[config.mk]
export PLATFORM = sky130hd
export DESIGN_NAME = ob_cmd_mux_flat
export DESIGN_NICKNAME = d
export VERILOG_FILES = /design/src/rtl/ob_cmd_mux_pkg.sv /design/src/rtl/ob_cmd_mux_if.sv /design/src/rtl/ob_cmd_mux_fifo.sv /design/src/rtl/ob_cmd_mux.sv /design/src/flat_wrapper.sv
export SDC_FILE = /design/constraint.sdc
export NUM_CORES = 1
export LEC_CHECK = 0
export BUFFER_PORTS_ARGS = -buffer_cell sky130_fd_sc_hd__buf_2
export CORE_ASPECT_RATIO = 1.4
export CORE_UTILIZATION = 25
export CTS_BUF_LIST = sky130_fd_sc_hd__clkbuf_4
export DETAILED_ROUTE_END_ITERATION = 8
export GPL_TIMING_DRIVEN = 1
export HOLD_SLACK_MARGIN = 0.08
export PLACE_DENSITY = 0.38
export SKIP_CTS_REPAIR_TIMING = 1
export SYNTH_ARGS = -nofsm -noshare
export SYNTH_HDL_FRONTEND = slang
export SYNTH_SLANG_ARGS = --single-unit
[constraint.sdc]
create_clock -name clk -period 5.6 [get_ports clk]
set_input_delay 0.56 -clock clk [delete_from_list [all_inputs] [get_ports clk]]
set_output_delay 0.56 -clock clk [all_outputs]
set_load 0.05 [all_outputs]
[src/rtl/ob_cmd_mux_pkg.sv]
// ob_cmd_mux_pkg: ob command/response types and channel-mux defaults
package ob_cmd_mux_pkg;
  localparam int UID_W = 16;
  localparam int N_CH_DFLT = 4;
  localparam int DEPTH_DFLT = 4;
  typedef logic [UID_W-1:0] uid_t;
  typedef logic [$clog2(N_CH_DFLT)-1:0] chan_t;
  typedef enum logic {SIDE_BID, SIDE_ASK} side_t;
  typedef enum logic [1:0] {RSP_ACK, RSP_TRADE, RSP_REJECT, RSP_CANCEL} rsp_kind_t;
  typedef struct packed {
    uid_t uid;
    side_t side;
    logic [15:0] price;
    logic [15:0] qty;
  } cmd_t;
  typedef struct packed {
    uid_t uid;
    rsp_kind_t kind;
    logic [15:0] price;
    logic [15:0] qty;
  } rsp_t;
  function automatic uid_t mk_uid(int ch, int ch_w, int seq);
    return (uid_t'(ch) << (UID_W - ch_w)) | uid_t'(seq % (1 << (UID_W - ch_w)));
  endfunction
endpackage

[src/rtl/ob_cmd_mux_if.sv]
// ob_cmd_mux_if: client command/response and ob-side bundle of the channel mux
interface ob_cmd_mux_if import ob_cmd_mux_pkg::*; #(
  parameter int N_CH = N_CH_DFLT
);
  logic [N_CH-1:0] ch_cmd_vld;
  cmd_t ch_cmd [N_CH];
  logic [N_CH-1:0] ch_cmd_full;
  logic [N_CH-1:0] ch_rsp_vld;
  rsp_t ch_rsp;
  logic [N_CH-1:0] ch_rsp_accept;
  logic ob_cmd_vld_r;
  cmd_t ob_cmd_r;
  logic ob_cmd_full_r;
  logic ob_rsp_vld;
  rsp_t ob_rsp;
  logic ob_rsp_accept;
  logic [N_CH-1:0] err_uid_r;
  logic [31:0] issue_cnt_r [N_CH];
  modport slave (
    input ch_cmd_vld, ch_cmd, ch_rsp_accept, ob_cmd_full_r, ob_rsp_vld, ob_rsp,
    output ch_cmd_full, ch_rsp_vld, ch_rsp, ob_cmd_vld_r, ob_cmd_r, ob_rsp_accept,
    err_uid_r, issue_cnt_r
  );
  modport master (
    output ch_cmd_vld, ch_cmd, ch_rsp_accept, ob_cmd_full_r, ob_rsp_vld, ob_rsp,
    input ch_cmd_full, ch_rsp_vld, ch_rsp, ob_cmd_vld_r, ob_cmd_r, ob_rsp_accept,
    err_uid_r, issue_cnt_r
  );
endinterface

[src/rtl/ob_cmd_mux_fifo.sv]
// ob_cmd_fifo: DEPTH-deep command FIFO with registered full/empty flags
module ob_cmd_fifo import ob_cmd_mux_pkg::*; #(
  parameter int DEPTH = DEPTH_DFLT
) (
  input  logic clk,
  input  logic rst_n,
  input  logic push,
  input  logic pop,
  input  cmd_t din,
  output cmd_t dout,
  output logic full_r,
  output logic empty_r
);
  localparam int AW = $clog2(DEPTH);
  cmd_t mem [DEPTH];
  logic [AW-1:0] wr_q, rd_q;
  logic [AW:0] cnt_q, cnt_d;
  logic do_push, do_pop;
  assign do_push = push && !full_r;
  assign do_pop = pop && !empty_r;
  assign cnt_d = cnt_q + (AW+1)'(do_push) - (AW+1)'(do_pop);
  assign dout = mem[rd_q];
  // pointers, occupancy and flags; flags come from next occupancy so they track it exactly
  always_ff @(posedge clk or negedge rst_n) begin
    if (!rst_n) begin
      wr_q <= '0;
      rd_q <= '0;
      cnt_q <= '0;
      full_r <= 1'b0;
      empty_r <= 1'b1;
    end else begin
      wr_q <= do_push ? wr_q + AW'(1) : wr_q;
      rd_q <= do_pop ? rd_q + AW'(1) : rd_q;
      cnt_q <= cnt_d;
      full_r <= cnt_d == (AW+1)'(DEPTH);
      empty_r <= cnt_d == '0;
    end
  end
  // storage is not reset; contents are only visible once written
  always_ff @(posedge clk) begin
    if (do_push) mem[wr_q] <= din;
  end
endmodule

[src/rtl/ob_cmd_mux.sv]
// ob_cmd_mux: N-channel command ingress with round-robin issue to ob and uid-routed response egress
module ob_cmd_mux import ob_cmd_mux_pkg::*; #(
  parameter int N_CH = N_CH_DFLT,
  parameter int DEPTH = DEPTH_DFLT,
  localparam int CH_W = $clog2(N_CH)
) (
  input logic clk,
  input logic rst_n,
  ob_cmd_mux_if.slave bus
);
  logic [N_CH-1:0] push, pop, full, empty, uid_bad, err_q;
  cmd_t head [N_CH];
  logic [CH_W-1:0] rr_q, pick, idx, rsp_ch;
  logic found, issue, rsp_ok, vld_q;
  cmd_t cmd_q;
  logic [31:0] cnt_q [N_CH];
  for (genvar i = 0; i < N_CH; i++) begin : g_ch
    assign uid_bad[i] = bus.ch_cmd[i].uid[UID_W-1 -: CH_W] != CH_W'(i);
    assign push[i] = bus.ch_cmd_vld[i] && !full[i] && !uid_bad[i];
    ob_cmd_fifo #(.DEPTH(DEPTH)) u_fifo (
      .clk(clk),
      .rst_n(rst_n),
      .push(push[i]),
      .pop(pop[i]),
      .din(bus.ch_cmd[i]),
      .dout(head[i]),
      .full_r(full[i]),
      .empty_r(empty[i])
    );
  end
  // first non-empty FIFO at or after the round-robin pointer
  always_comb begin
    found = 1'b0;
    pick = rr_q;
    idx = rr_q;
    for (int k = 0; k < N_CH; k++) begin
      idx = CH_W'((int'(rr_q) + k) % N_CH);
      if (!found && !empty[idx]) begin
        found = 1'b1;
        pick = idx;
      end
    end
  end
  assign issue = found && !bus.ob_cmd_full_r;
  assign pop = issue ? N_CH'(1) << pick : '0;
  // issue register, pointer advance past the winner, per-channel issue counters
  always_ff @(posedge clk or negedge rst_n) begin
    if (!rst_n) begin
      vld_q <= 1'b0;
      cmd_q <= '0;
      rr_q <= '0;
      for (int n = 0; n < N_CH; n++) cnt_q[n] <= '0;
    end else begin
      vld_q <= issue;
      if (issue) begin
        cmd_q <= head[pick];
        rr_q <= (pick == CH_W'(N_CH - 1)) ? '0 : pick + CH_W'(1);
        cnt_q[pick] <= cnt_q[pick] + 32'd1;
      end
    end
  end
  // sticky flag for any presented command whose uid names another channel
  always_ff @(posedge clk or negedge rst_n) begin
    if (!rst_n) err_q <= '0;
    else err_q <= err_q | (bus.ch_cmd_vld & uid_bad);
  end
  assign bus.ob_cmd_vld_r = vld_q;
  assign bus.ob_cmd_r = cmd_q;
  assign bus.ch_cmd_full = full;
  assign bus.err_uid_r = err_q;
  assign bus.issue_cnt_r = cnt_q;
  assign rsp_ch = bus.ob_rsp.uid[UID_W-1 -: CH_W];
  assign rsp_ok = int'(rsp_ch) < N_CH;
  assign bus.ch_rsp = bus.ob_rsp;
  assign bus.ch_rsp_vld = (rst_n && rsp_ok && bus.ob_rsp_vld) ? N_CH'(1) << rsp_ch : '0;
  assign bus.ob_rsp_accept = rst_n && (!rsp_ok || bus.ch_rsp_accept[rsp_ch]);
endmodule

[src/flat_wrapper.sv]
// flat-port wrapper written by rule: the top's interface ports become plain ports
module ob_cmd_mux_flat import ob_cmd_mux_pkg::*;
#(
  parameter int N_CH = N_CH_DFLT,
  parameter int DEPTH = DEPTH_DFLT,
  localparam int CH_W = $clog2(N_CH)
)
  (clk, rst_n, bus_ch_cmd_vld, bus_ch_cmd, bus_ch_rsp_accept, bus_ob_cmd_full_r, bus_ob_rsp_vld, bus_ob_rsp, bus_ch_cmd_full, bus_ch_rsp_vld, bus_ch_rsp, bus_ob_cmd_vld_r, bus_ob_cmd_r, bus_ob_rsp_accept, bus_err_uid_r, bus_issue_cnt_r);
  ob_cmd_mux_if #(.N_CH(N_CH)) bus_i ();
  input logic clk;
  input logic rst_n;
  input wire logic [$bits(bus_i.ch_cmd_vld)-1:0] bus_ch_cmd_vld;
  input wire logic [$bits(bus_i.ch_cmd)-1:0] bus_ch_cmd;
  input wire logic [$bits(bus_i.ch_rsp_accept)-1:0] bus_ch_rsp_accept;
  input wire logic [$bits(bus_i.ob_cmd_full_r)-1:0] bus_ob_cmd_full_r;
  input wire logic [$bits(bus_i.ob_rsp_vld)-1:0] bus_ob_rsp_vld;
  input wire logic [$bits(bus_i.ob_rsp)-1:0] bus_ob_rsp;
  output wire logic [$bits(bus_i.ch_cmd_full)-1:0] bus_ch_cmd_full;
  output wire logic [$bits(bus_i.ch_rsp_vld)-1:0] bus_ch_rsp_vld;
  output wire logic [$bits(bus_i.ch_rsp)-1:0] bus_ch_rsp;
  output wire logic [$bits(bus_i.ob_cmd_vld_r)-1:0] bus_ob_cmd_vld_r;
  output wire logic [$bits(bus_i.ob_cmd_r)-1:0] bus_ob_cmd_r;
  output wire logic [$bits(bus_i.ob_rsp_accept)-1:0] bus_ob_rsp_accept;
  output wire logic [$bits(bus_i.err_uid_r)-1:0] bus_err_uid_r;
  output wire logic [$bits(bus_i.issue_cnt_r)-1:0] bus_issue_cnt_r;
  assign bus_i.ch_cmd_vld = bus_ch_cmd_vld;
  assign bus_i.ch_cmd = {>>{bus_ch_cmd}};
  assign bus_i.ch_rsp_accept = bus_ch_rsp_accept;
  assign bus_i.ob_cmd_full_r = bus_ob_cmd_full_r;
  assign bus_i.ob_rsp_vld = bus_ob_rsp_vld;
  assign bus_i.ob_rsp = bus_ob_rsp;
  assign bus_ch_cmd_full = bus_i.ch_cmd_full;
  assign bus_ch_rsp_vld = bus_i.ch_rsp_vld;
  assign bus_ch_rsp = bus_i.ch_rsp;
  assign bus_ob_cmd_vld_r = bus_i.ob_cmd_vld_r;
  assign bus_ob_cmd_r = bus_i.ob_cmd_r;
  assign bus_ob_rsp_accept = bus_i.ob_rsp_accept;
  assign bus_err_uid_r = bus_i.err_uid_r;
  assign bus_issue_cnt_r = {>>{bus_i.issue_cnt_r}};
  ob_cmd_mux #(.N_CH(N_CH), .DEPTH(DEPTH)) u_core (.clk(clk), .rst_n(rst_n), .bus(bus_i));
endmodule
==> impl_metrics.ini <==
[run_status]
status = finished with violations
violations = design-rule violations

[placed_design]
gp_congestion = 0.832
placed_area_sq_mm = 0.0445
post-place-ws_ps = 1400
io_buffers = 402
dpl.hpwl_mm = 89.2

[yosys]
async_flop_share_pct = 21.9
ys_seq_elements = 1004
synth_enable_flop_cells = 784
ys_seq_area_share_pct = 71.8
syn_nets = 2827
synth_cells = 2539
synthFlopType = edfxtp_1
syn_avg_cell_area_sq_um = 15.9
synth_area_sq_mm = 0.0404
ys_warn_count = 0
ys_types = 56

[worst_setup_path]
path_class = reg2reg
cp_slowest_cell = nor4_4
critical_path_required_ps = 6610
worst_setup_path_start_kind = flop
r2r_slack_ps = 1280
endpoint_kind = flop
r2r_cells = 10
critPathMaxStageDelay_ps = 850
rr_startpoint = u_core.rr_q[0]$_DFFE_PN0N_
crit_chain = or2_4, a21o_1, nand3_4, inv_2, a32oi_1, nand4_2, nor4_4, nand3_1, xnor2_1, o21ai_0
r2r-end = u_core.bus.issue_cnt_r[59]$_DFFE_PN0N_
cp.arrival_ps = 5340
worstPathMaxFanout = 21

[sta]
drv_slew = 0
final_hold_viol_count = 0
fmax_mhz = 231
worst_pin_slew_ps = 1240
finClkSkew_ps = 107
totalNegativeSetupSlack_ps = 0
rsz0062_at_grt = false
relSlewSlack_pct = 16.9
setup_violations = 0
post-route-min-period_ps = 4320
fin_crit_sh_pct = 77.2
setup_ws_ps = 1280

[grt]
grt.total_usage_pct = 16.3
met3_usage_pct = 6.97
antenna_found_initial = 45
grt_overflow = 0
busiest_layer = met2
met1_usage_pct = 17.7
grt_pass1_wl_mm = 189
grt_max_degree = 142
met2_usage_pct = 27.8
grt_pass1_vias = 26100

[clock_tree]
path_clk_slew_ps = 70
numCtsBuffers = 292
max-clock-path-buffers = 4
cts_root_buffer = clkbuf_4
cts_tree = yes
cts_htree_levels = 5
clock-sinks = 1004
clk_latency_ps = 1220

[drt]
via_count = 25800
viasPerCell = 4.50
drtIter0Drc = 1711
detail_route.wl_per_cell_um = 23.6
drcViolationCount = 284
wl_mm = 136
drtPass1Iterations = 9
ant_nets = 0

[layout]
drive_above_1_share_pct = 31.8
area_delta_synth_final_pct = 27.3
num-nets-final = 3695
mostFrequentLayoutCells = edfxtp_1, clkbuf_4, buf_2
layout_commonest_cell = edfxtp_1
final_area_sq_mm = 0.0515

[floorplanning]
rows = 174
start_util_pct = 25.2
die_y_um = 478
die_x_um = 342
io_pins = 499
core_sq_mm = 0.161
dieArea_sq_mm = 0.163

[hold_path]
min_from = bus_ch_cmd[7]
min_path_cells = 2
hold_end = u_core.g_ch[3].u_fifo.mem[2][7]$_DFFE_PP_
hold_path.class = in2reg

[power]
vdd_drop_max_mv = 0.372
powerDensity_mw_per_mm2 = 559
p_leak_nw = 18.9

[job]
cap_viol_max_count = 0
==> cell families after synthesis <==
| family | share of synthesized area (%) |
|---|---|
| simple gates | 8.19 |
| flops | 71.8 |
| fa+ha+maj | 1.00 |
| compound gates | 3.92 |
| mux | 11.1 |
| buf+inv | 2.83 |
| xor+xnor | 1.13 |
==> per-layer routing <==
layer | vias up | wire length (um)
met5 | - | 334
met4 | 50 | 3730
met3 | 281 | 10600
met2 | 994 | 68400
met1 | 13000 | 52500
li1 | 11500 | -
==> through the flow <==
step	total power, W	cells	hold WS [ps]	util, %
3_3_place_gp	0.0222	4890	440	27.7
2_1_floorplan	0.0180	2539	264	-
3_5_place_dp	0.0224	4890	443	27.7
4_1_cts	0.0292	5380	-797	29.9
5_1_grt	0.0305	5726	76.7	32.0
6_report	0.0288	5738	177	32.0
==> power by group <==
group          internal, W  switching [W]
sequential         0.00916        0.00117
combinational      0.00364        0.00812
clock              0.00356        0.00310
==> cell usage after synthesis (3+ instances only) <==
| master | instances | share of area, % |
|---|---|---|
| nor4_4 | 3 | 0.16 |
| buf_1 | 27 | 0.25 |
| nor3_1 | 11 | 0.14 |
| nor2_1 | 76 | 0.71 |
| dfstp_2 | 4 | 0.26 |
| nor3b_1 | 8 | 0.15 |
| edfxtp_1 | 784 | 58 |
| mux2_2 | 5 | 0.14 |
| nand2_1 | 398 | 3.7 |
| a32oi_1 | 38 | 0.82 |
| fa_1 | 4 | 0.20 |
| nand3_1 | 204 | 2.5 |
| dfrtp_1 | 216 | 13 |
| ha_1 | 26 | 0.80 |
| a21o_1 | 4 | 0.074 |
| inv_1 | 29 | 0.27 |
| clkbuf_1 | 109 | 1.0 |
| and2_1 | 18 | 0.28 |
| buf_2 | 11 | 0.14 |
| nand2b_1 | 4 | 0.062 |
| a21oi_1 | 63 | 0.78 |
| buf_4 | 59 | 1.1 |
| o21ai_0 | 114 | 1.4 |
| mux4_2 | 197 | 11 |
| xor2_1 | 21 | 0.45 |
| o21ai_1 | 8 | 0.099 |
| nand4_1 | 11 | 0.17 |
| a21boi_0 | 20 | 0.37 |
| and3_1 | 5 | 0.077 |
| xnor2_1 | 31 | 0.67 |
==> sequential cells by signal, summed over array words and instances (netlist names) <==
register	flops
u_core.g_ch.u_fifo.mem	784
u_core.g_ch.u_fifo.cnt_q	12
u_core.bus.issue_cnt_r	128
u_core.g_ch.u_fifo.wr_q	8
u_core.g_ch.u_fifo.empty_r	4
u_core.rr_q	2
u_core.g_ch.u_fifo.rd_q	8
u_core.bus.ob_cmd_r	49
u_core.g_ch.u_fifo.full_r	4
u_core.bus.err_uid_r	4
u_core.bus.ob_cmd_vld_r	1
==> how the worst max path moves through the flow <==
| stage | depth (start not counted) | to | startpoint |
|---|---|---|---|
| after floorplan | 16 | u_core.g_ch[1].u_fifo.full_r$_DFF_PN0_ | u_core.g_ch[3].u_fifo.empty_r$_DFF_PN1_ |
| after global placement | 10 | u_core.bus.issue_cnt_r[126]$_DFFE_PN0N_ | u_core.g_ch[0].u_fifo.empty_r$_DFF_PN1_ |
| after detailed placement | 14 | u_core.g_ch[3].u_fifo.full_r$_DFF_PN0_ | u_core.g_ch[0].u_fifo.empty_r$_DFF_PN1_ |
| after CTS | 10 | u_core.bus.issue_cnt_r[90]$_DFFE_PN0N_ | u_core.g_ch[0].u_fifo.empty_r$_DFF_PN1_ |
| after global routing | 11 | u_core.bus.issue_cnt_r[28]$_DFFE_PN0N_ | u_core.g_ch[3].u_fifo.empty_r$_DFF_PN1_ |
| final | 10 | u_core.bus.issue_cnt_r[59]$_DFFE_PN0N_ | u_core.rr_q[0]$_DFFE_PN0N_ |
==> area by class of cell <==
class | instances | area (sq um)
fill | 16100 | 109000
sequential | 1004 | 29100
multi-input combinational | 1295 | 10300
timing repair buffer | 782 | 5760
clock buffer | 434 | 3260
tap | 2112 | 2640
clock inverter | 56 | 248
inverter | 32 | 123
antenna | 23 | 57.6
==> worst max-delay path, delay by kind of cell, from the launching register on <==
| kind | cells | cell delay [ps] |
|---|---|---|
| flip-flops | 1 | 430 |
| AO/OA/AOI/OAI | 3 | 1200 |
| XOR/XNOR | 1 | 360 |
| AND/OR/NAND/NOR | 5 | 1890 |
| buffers and inverters | 1 | 210 |
Note: power is estimated with default switching activity, not from simulation.
